$ cat config.mk
export PLATFORM = sky130hd
export DESIGN_NAME = hilo_muldiv_ctrl
export DESIGN_NICKNAME = d
export VERILOG_FILES = /design/src/rtl/hilo_pkg.sv /design/src/rtl/muldiv_step.sv /design/src/rtl/hilo_muldiv_ctrl.sv
export SDC_FILE = /design/constraint.sdc
export NUM_CORES = 1
export LEC_CHECK = 0
export CAP_MARGIN = 20
export CELL_PAD_IN_SITES_DETAIL_PLACEMENT = 1
export CELL_PAD_IN_SITES_GLOBAL_PLACEMENT = 1
export CORE_MARGIN = 2
export CORE_UTILIZATION = 48
export DETAILED_ROUTE_END_ITERATION = 10
export GPL_TIMING_DRIVEN = 0
export PLACE_DENSITY = 0.91
export SETUP_SLACK_MARGIN = 0.15
export SLEW_MARGIN = 20
export SYNTH_ARGS = -nofsm -noshare
export SYNTH_HDL_FRONTEND = slang
export SYNTH_HIERARCHICAL = 1
export SYNTH_SLANG_ARGS = --single-unit
$ cat constraint.sdc
create_clock -name clk -period 13.4 [get_ports clk]
set_clock_uncertainty 0.1 [all_clocks]
set_input_delay 2.01 -clock clk [delete_from_list [all_inputs] [get_ports clk]]
set_output_delay 2.01 -clock clk [all_outputs]
set_load 0.05 [all_outputs]
$ cat src/rtl/hilo_pkg.sv
// Shared definitions for the HI/LO multiply/divide sequencer: op codes, FSM
// state encoding and the default datapath width.
package hilo_pkg;

    localparam int WIDTH = 32;

    localparam logic [2:0] OP_MULT  = 3'b000;
    localparam logic [2:0] OP_MULTU = 3'b001;
    localparam logic [2:0] OP_DIV   = 3'b010;
    localparam logic [2:0] OP_DIVU  = 3'b011;
    localparam logic [2:0] OP_MTHI  = 3'b100;
    localparam logic [2:0] OP_MTLO  = 3'b101;

    typedef enum logic [2:0] {
        IDLE  = 3'd0,
        MUL   = 3'd1,
        DIV   = 3'd2,
        FIX   = 3'd3,
        WRITE = 3'd4
    } state_t;

    function automatic logic is_signed_op(input logic [2:0] op);
        return (op == OP_MULT) || (op == OP_DIV);
    endfunction

endpackage

$ cat src/rtl/muldiv_step.sv
// One iteration of the HI/LO datapath: shift-add multiply (mode=0) or
// restoring divide (mode=1) on a {hi, lo} double-width accumulator.
module muldiv_step #(
    parameter int W = 32
) (
    input  logic           mode,
    input  logic [2*W-1:0] acc,
    input  logic [W-1:0]   operand,
    output logic [2*W-1:0] acc_next
);

    logic [W:0]   sum;
    logic [W:0]   rem_sh;
    logic [W-1:0] rem_sub;
    logic         fits;

    always_comb begin
        sum     = {1'b0, acc[2*W-1:W]} + (acc[0] ? {1'b0, operand} : {(W+1){1'b0}});
        rem_sh  = acc[2*W-1:W-1];
        fits    = rem_sh >= {1'b0, operand};
        // When the divisor fits, the true difference is below 2^W, so a
        // W-bit subtraction is exact.
        rem_sub = rem_sh[W-1:0] - operand;
        if (mode) begin
            acc_next = fits ? {rem_sub, acc[W-2:0], 1'b1}
                            : {rem_sh[W-1:0], acc[W-2:0], 1'b0};
        end else begin
            acc_next = {sum, acc[W-1:1]};
        end
    end

endmodule

$ cat src/rtl/hilo_muldiv_ctrl.sv
// HI/LO sequencer: accepts MULT/DIV/MTHI/MTLO, iterates on magnitudes, fixes
// signs, then drives one write cycle into the external HI/LO registers.
module hilo_muldiv_ctrl #(
    parameter int WIDTH = hilo_pkg::WIDTH
) (
    input  logic             clk,
    input  logic             rst,
    input  logic             start,
    input  logic [2:0]       op,
    input  logic [WIDTH-1:0] a,
    input  logic [WIDTH-1:0] b,
    output logic             busy,
    output logic             done,
    output logic             div_by_zero,
    output logic             hi_w,
    output logic             lo_w,
    output logic [WIDTH-1:0] hi_data,
    output logic [WIDTH-1:0] lo_data
);
    import hilo_pkg::*;

    localparam int CW = $clog2(WIDTH);

    state_t             state_q, state_d;
    logic [CW-1:0]      cnt_q, cnt_d;
    logic [2*WIDTH-1:0] acc_q, acc_d, acc_step;
    logic [WIDTH-1:0]   dvsr_q, dvsr_d;
    logic [2:0]         op_q, op_d;
    logic               sign_quo_q, sign_quo_d, sign_rem_q, sign_rem_d;
    logic               busy_q, busy_d, done_q, done_d, dbz_q, dbz_d;
    logic               hi_w_q, hi_w_d, lo_w_q, lo_w_d;
    logic [WIDTH-1:0]   hi_data_q, hi_data_d, lo_data_q, lo_data_d;

    logic [WIDTH-1:0]   mag_a, mag_b, acc_hi, acc_lo;
    logic               op_signed;

    muldiv_step #(.W(WIDTH)) u_step (
        .mode     (op_q[1]),
        .acc      (acc_q),
        .operand  (dvsr_q),
        .acc_next (acc_step)
    );

    always_comb begin
        op_signed   = is_signed_op(op);
        mag_a       = (op_signed && a[WIDTH-1]) ? -a : a;
        mag_b       = (op_signed && b[WIDTH-1]) ? -b : b;
        acc_hi      = acc_q[2*WIDTH-1:WIDTH];
        acc_lo      = acc_q[WIDTH-1:0];

        state_d     = state_q;
        cnt_d       = cnt_q;
        acc_d       = acc_q;
        dvsr_d      = dvsr_q;
        op_d        = op_q;
        sign_quo_d  = sign_quo_q;
        sign_rem_d  = sign_rem_q;
        busy_d      = busy_q;
        done_d      = 1'b0;
        dbz_d       = 1'b0;
        hi_w_d      = 1'b0;
        lo_w_d      = 1'b0;
        hi_data_d   = hi_data_q;
        lo_data_d   = lo_data_q;

        case (state_q)
            IDLE: begin
                busy_d = 1'b0;
                if (start && op <= OP_MTLO) begin
                    busy_d     = 1'b1;
                    op_d       = op;
                    cnt_d      = '0;
                    dvsr_d     = mag_b;
                    sign_quo_d = op_signed & (a[WIDTH-1] ^ b[WIDTH-1]);
                    sign_rem_d = op_signed & a[WIDTH-1];
                    // Short ops keep the raw source in both halves for WRITE.
                    acc_d      = {a, a};
                    if (op == OP_MULT || op == OP_MULTU) begin
                        state_d = MUL;
                        acc_d   = {{WIDTH{1'b0}}, mag_a};
                    end else if ((op == OP_DIV || op == OP_DIVU) && b != '0) begin
                        state_d = DIV;
                        acc_d   = {{WIDTH{1'b0}}, mag_a};
                    end else begin
                        state_d = WRITE;
                    end
                end
            end
            MUL, DIV: begin
                acc_d = acc_step;
                cnt_d = cnt_q + 1'b1;
                if (cnt_q == CW'(WIDTH - 1)) state_d = FIX;
            end
            FIX: begin
                if (op_q[1]) begin
                    acc_d = {sign_rem_q ? -acc_hi : acc_hi, sign_quo_q ? -acc_lo : acc_lo};
                end else if (sign_quo_q) begin
                    acc_d = -acc_q;
                end
                state_d = WRITE;
            end
            WRITE: begin
                state_d = IDLE;
                done_d  = 1'b1;
                case (op_q)
                    OP_MTHI: begin
                        hi_w_d    = 1'b1;
                        hi_data_d = acc_hi;
                    end
                    OP_MTLO: begin
                        lo_w_d    = 1'b1;
                        lo_data_d = acc_lo;
                    end
                    default: begin
                        hi_w_d    = 1'b1;
                        lo_w_d    = 1'b1;
                        hi_data_d = acc_hi;
                        lo_data_d = acc_lo;
                        if (op_q[1] && dvsr_q == '0) begin
                            dbz_d     = 1'b1;
                            lo_data_d = '1;
                        end
                    end
                endcase
            end
            default: state_d = IDLE;
        endcase
    end

    always_ff @(posedge clk or posedge rst) begin
        if (rst) begin
            state_q    <= IDLE;
            cnt_q      <= '0;
            acc_q      <= '0;
            dvsr_q     <= '0;
            op_q       <= '0;
            sign_quo_q <= 1'b0;
            sign_rem_q <= 1'b0;
            busy_q     <= 1'b0;
            done_q     <= 1'b0;
            dbz_q      <= 1'b0;
            hi_w_q     <= 1'b0;
            lo_w_q     <= 1'b0;
            hi_data_q  <= '0;
            lo_data_q  <= '0;
        end else begin
            state_q    <= state_d;
            cnt_q      <= cnt_d;
            acc_q      <= acc_d;
            dvsr_q     <= dvsr_d;
            op_q       <= op_d;
            sign_quo_q <= sign_quo_d;
            sign_rem_q <= sign_rem_d;
            busy_q     <= busy_d;
            done_q     <= done_d;
            dbz_q      <= dbz_d;
            hi_w_q     <= hi_w_d;
            lo_w_q     <= lo_w_d;
            hi_data_q  <= hi_data_d;
            lo_data_q  <= lo_data_d;
        end
    end

    assign busy        = busy_q;
    assign done        = done_q;
    assign div_by_zero = dbz_q;
    assign hi_w        = hi_w_q;
    assign lo_w        = lo_w_q;
    assign hi_data     = hi_data_q;
    assign lo_data     = lo_data_q;

endmodule

# --- Word-level counts from Yosys, hierarchy flattened ---
# Index checks and enable logic that the tools add are counted.
totals:
  output_inout_bits: 69
  word_cells: 99
  in_bits: 70
  regBits: 178
classes:
  eq_ne: 15
  n_addsub: 8
  n_mux: 31
  n_reduce_logical: 23
  bitwise_logic: 5
  magnitude_cmp: 2
op_table:
  columns: ["cell", "count"]
  rows:
  - ["64-bit two-way mux", 7]
  - ["32-bit two-way mux", 6]
  - ["64-bit one-hot mux with 3 select lines", 1]
  - ["32-bit negation", 4]
  - ["64-bit negation", 1]
  - ["32-bit one-hot mux with 2 select lines", 1]
  - ["32-bit by 33-bit adder with 33-bit output", 1]
  - ["33-bit by 32-bit >= comparator with 1-bit output", 1]
  - ["32-bit zero test", 1]
  - ["32-bit nonzero test", 1]
  - ["32-bit subtractor", 1]
  - ["3-bit by 2-bit equality test with 1-bit output (second input constant)", 4]
  - ["3-bit two-way mux", 4]
  - ["5-bit one-hot mux with 2 select lines", 1]
  - ["2-bit AND reduction", 5]
  - ["3-bit equality test (second input constant)", 3]
  - ["1-bit two-way mux", 9]
  - ["3-bit one-hot mux with 3 select lines", 1]
  - ["3-bit by 1-bit equality test with 1-bit output (second input constant)", 2]
  - ["3-bit zero test", 2]
  - ["2-bit inequality test (second input constant)", 3]
  - ["3-bit inequality test (second input constant)", 2]
  - ["5-bit by 1-bit adder with 5-bit output (second input constant)", 1]
  - ["5-bit equality test (second input constant)", 1]
  - ["other kinds (12)", 21]

# --- Logic depth before layout (Yosys ltp) ---
logic_depth:
  word_depth: 8
  mapped_depth: 17
  mapped_depth_nobuf: 16

# --- Cells and area by module ---
# The synthesis kept the hierarchy.
by_module_without_submodules:
  columns: ["mod", "n_inst", "area_each_um2", "seq_area_each_um2", "cells_per_inst"]
  rows:
  - ["hilo_muldiv_ctrl", 1, 10884.2, 4454.3, 1311]
  - ["muldiv_step", 1, 4698.3, 0.0, 671]

# --- Worst setup path before layout ---
# OpenSTA, ideal clock, no wires.
synth_timing:
  kind: "input -> register"
  startpoint: "input port a[7]"
  endpoint: "register acc_q[29]"
  slack_ns: 9.190
  t_required_ns: 13.214
  cell_stages: 8
  setup_ns: 0.086
  n_path_buf: 2
  t_arrival_ns: 4.024
  path_cell_list: "clkbuf_1 -> or4_1 -> or4_1 -> buf_2 -> or4_4 -> o2111ai_2 -> nor3_1 -> nor3_1"
synth_via:
  elab_chain_cells: 6
synth_rtl:
  columns: ["element", "line", "source"]
  rows:
  - ["start, declared", "hilo_muldiv_ctrl.sv:10", "input logic [WIDTH-1:0] a,"]
  - ["32-bit negation *", "hilo_muldiv_ctrl.sv:46", "mag_a = (op_signed && a[WIDTH-1]) ? -a : a;"]
  - ["32-bit two-way mux *", "hilo_muldiv_ctrl.sv:46", null]
  - ["64-bit two-way mux", "hilo_muldiv_ctrl.sv:81", "end else if ((op == OP_DIV || op == OP_DIVU) && b != '0) begin"]
  - ["64-bit two-way mux *", "hilo_muldiv_ctrl.sv:78", "if (op == OP_MULT || op == OP_MULTU) begin"]
  - ["64-bit two-way mux *", "hilo_muldiv_ctrl.sv:69", "if (start && op <= OP_MTLO) begin"]
  - ["64-bit one-hot mux with 3 select lines *", "hilo_muldiv_ctrl.sv:66", "case (state_q)"]
  - ["end signal, assigned", "hilo_muldiv_ctrl.sv:134", "acc_q <= '0;"]
  - ["end signal, assigned", "hilo_muldiv_ctrl.sv:149", "acc_q <= acc_d;"]
  - ["end, declared", "hilo_muldiv_ctrl.sv:26", "logic [2*WIDTH-1:0] acc_q, acc_d, acc_step;"]
# Every way passes the cells marked *; elsewhere a longest branch is shown, timed or not. The select of a mux whose other input is x is not followed.
# A chain may end at the register's enable or synchronous reset.

# --- Worst setup path in the final report ---
layout_timing:
  startpoint: "register acc_q[31]"
  endpoint: "register acc_q[60]"
layout_via:
  elab_chain_cells: 4
  elab_cells_between_ends: 8
  cone_classes: "2 x add/sub; 1 x order compare; 5 x mux"
layout_rtl:
  columns: ["element", "line", "source"]
  rows:
  - ["32-bit subtractor or 33-bit by 32-bit >= comparator with 1-bit output (tied branches)", "muldiv_step.sv:23, muldiv_step.sv:20", null]
  - ["64-bit two-way mux *", "muldiv_step.sv:25", "acc_next = fits ? {rem_sub, acc[W-2:0], 1'b1}"]
  - ["64-bit two-way mux *", "muldiv_step.sv:24", "if (mode) begin"]
  - ["net acc_step[60]", "hilo_muldiv_ctrl.sv:26", null]
  - ["64-bit one-hot mux with 3 select lines *", "hilo_muldiv_ctrl.sv:66", null]
# Mark *: on every way through the listed nets, which the timed path passes. The rest lies on a longest branch. The select of a mux whose other input is x is not followed.

==> metrics <==
worst hold start=lo_data[8]; post-synthesis sequential area ratio=0.2859; Synth Net Count=~2100; clock buffer depth=2; most common library cells after synthesis=nand2_1 (270), dfrtp_1 (178), o21ai_0 (162), nor2_1 (135), a21oi_1 (120); Fill cells=a little under 4000; DRT iter0 DRCs=roughly 2100; Yosys cell types=96; Top FF cell, synth=dfrtp_1; Yosys reg bits=~180; synthesized instance count=around 2000; worst reg2reg path endpoint=acc_q[60]; TritonCTS clock tree=built; area fraction of the dominant cell type after synthesis=0.2859; DR WL/cell=26.49 um; CTS buffer count=17; vias in the first global route=between 15000 and 20000; Die ar.=33920 um^2; port bufs=between 100 and 150; PwrDens=around 320 nW/um^2; status=complete, no violations; Sink Count=~180; final hold violations=0; Startpoint Class=register; leading area contributor after synthesis=dfrtp_1; worst path cell trace=inv_1, ha_1, nor2b_1, o31a_1, o31ai_1, o21a_1, o21ai_1, nand3_1, and2_2, a2111oi_0, o22ai_1, a22o_1, a211o_1, a22o_1; htree depth=4; Slew Viols, Final=0; RSZ-0062 raised after global routing=false; Synthesis Warnings=6; first-pass detailed-route iteration total=6; Tcrit/Tclk final=0.3942; dpl hpwl=around 53000 um; Register-to-Register Path Depth=14; Worst setup EP type=register; Die Ht=184.2 um; R2R setup slack=between 8 and 9 ns; worst reg2reg startpoint=acc_q[31]; worst path required time=roughly 14 ns; Die Width=between 150 and 200 um; largest net degree at the start of global routing=between 100 and 150; Slew Limit Headroom=0.2961; Final #Nets=about 2300; DRC viols=0; TNS Setup=0 ns; layout cells sized above 1=0.06320; leakage power=around 7.7 nW; Synth Cell Area=between 15000 and 20000 um^2; Largest stage delay, worst path=approximately 0.84 ns; overall routing resource usage=0.4052; GR Overflow Total=0; first-pass GRT wire length=~100000 um; most frequent CP cell=a22o_1; Critical Path Fanout Max=7; Async SR Flop Fraction=1.000; Worst-Margin Slew=~1.0 ns; post-layout util=0.5702; core region area=between 30000 and 40000 um^2; Critical Setup Path Class=reg2reg; EDFF count, synth=0; Worst Hold Margin=roughly 0.36 ns; total number of vias=between 15000 and 20000; remaining antenna violation count=0; Area contributors post-synth=dfrtp_1 (29%), nand2_1 (6.5%), ha_1 (5.6%), o21ai_0 (5.2%), xnor2_1 (4.1%); final setup fails=0; hold buffers post-CTS=0; most common cell in the synthesized netlist=nand2_1; Max-cap violations=0; antenna violations before repair=4; max frequency=roughly 190 MHz; row count=65; Initial Util=0.4900; Hold Crit Endpoint=lo_data[8]; Reg clk slew, reported paths=approximately 0.08 ns; Worst-Skew Late Latency=~0.47 ns; Layout Area Growth over Synthesis=16.36%; DR vias/cell=approximately 6.8; Placer Congestion=1.052; VDD IR max=around 0.14 mV; # Post-CTS Setup Buffers=0; CTS root buf=clkbuf_16; critical-path cell with the highest stage delay=a2111oi_0; post-layout minimum cycle time=5.283 ns; worst min path class=reg2reg; Hold Path Depth=2; I/O pin cnt=between 100 and 150; routed wire length=about 69000 um; syn avg cell area=7.862 um^2; worst path arrival time=between 5 and 6 ns; PostCTS Resize Cnt=0
[final cells by class]
type,instances,area [um^2],share of cell area
antenna,2,5.005,0.0002760
buffer,116,514.2,0.02836
clock buffer,19,452.9,0.02498
clock inverter,12,123.9,0.006832
inverter,83,319.1,0.01760
multi-input combinational,1605,10310,0.5687
sequential,178,4454,0.2457
tap,435,544.3,0.03002
timing repair buffer,139,1406,0.07757
[stage by stage]
step	instance area, um^2	cells	total power [mW]	setup WS (ns)
3_5_place_dp	17550	2556	5.071	7.996
3_3_place_gp	17500	2554	4.893	3.876
2_1_floorplan	15580	1982	3.707	6.460
4_1_cts	18130	2587	5.614	8.421
6_report	18130	2589	5.768	8.117
5_1_grt	18130	2587	6.054	8.126
[how the worst max path moves through the flow]
stage | start | to | slack (ns) | cells past startpoint
2_1_floorplan | rst | acc_q[0] | 6.46 | 1
3_3_place_gp | rst | lo_data[26] | 3.88 | 2
3_5_place_dp | b[12] | acc_q[42] | 8.00 | 10
4_1_cts | acc_q[31] | acc_q[60] | 8.42 | 14
6_report | acc_q[31] | acc_q[60] | 8.12 | 14
5_1_grt | acc_q[0] | acc_q[63] | 8.13 | 17
[layout by cell type, fill, tap and decap left out, types with 9 or more instances in the layout]
cell	n
o31a_1	9
or3_1	25
nor2_1	135
buf_2	11
o221ai_1	19
ha_1	70
or4_1	18
dfrtp_1	178
and2_1	40
a211oi_1	24
a21o_1	40
nor4_1	49
o21a_1	16
and3_1	15
nand4_1	18
a31oi_1	21
o211ai_1	24
o31ai_1	20
mux2_2	32
xor2_1	32
nand3_1	41
nor3_1	68
clkbuf_16	17
a221oi_1	22
mux2i_1	24
or2_2	9
clkdlybuf4s50_1	137
nand2b_1	15
a22oi_1	16
a21oi_1	120
inv_1	82
nand2_1	270
o21ai_0	162
clkbuf_1	87
xnor2_1	73
[layer usage]
| metal | part of all wire | up-vias | GRT usage |
|---|---|---|---|
| met3 | 0.11 | 231 | 0.1124 |
| met4 | 0.050 | 2 | 0.1987 |
| met5 | 0.00025 | - | 0 |
| met1 | 0.40 | 8628 | 0.5172 |
| li1 | - | 7639 | - |
| met2 | 0.44 | 1070 | 0.6322 |
[registers in the layout, indices dropped and copies added, names as in the netlist]
signal / count
acc_q: 64
dvsr_q: 32
hi_data: 32
lo_data: 32
cnt_q: 5
op_q: 3
state_q: 3
busy: 1
div_by_zero: 1
done: 1
hi_w: 1
lo_w: 1
sign_quo_q: 1
sign_rem_q: 1
[worst max-delay path, delay by kind of cell, from the launching register on]
| kind | cells | cell delay, ns |
|---|---|---|
| DFF | 1 | 0.61 |
| and+or+nand+nor | 3 | 1.04 |
| buffers and inverters | 1 | 0.24 |
| AOI/OAI and AO/OA | 9 | 2.90 |
| adders and majority gates | 1 | 0.28 |
[cell families (layout without fill, tap and decap cells)]
| logic type | count (synthesis) | after routing | share of synthesized area |
|---|---|---|---|
| buffers and inverters | 199 | 369 | 0.05299 |
| and+or+nand+nor | 751 | 751 | 0.2376 |
| xor gates and xnor gates | 105 | 105 | 0.05902 |
| AOI/OAI and AO/OA | 621 | 621 | 0.2672 |
| muxes | 56 | 56 | 0.03854 |
| adders and majority gates | 72 | 72 | 0.05878 |
| other | 0 | 2 | 0 |
| DFF | 178 | 178 | 0.2859 |
[report_power, final]
part           internal [mW]  total [mW]  switching, mW
logic                   1.43        4.02           2.58
clock network          0.270       0.521          0.251
registers              0.787        1.23          0.442
Note: power is estimated with default switching activity, not from simulation.
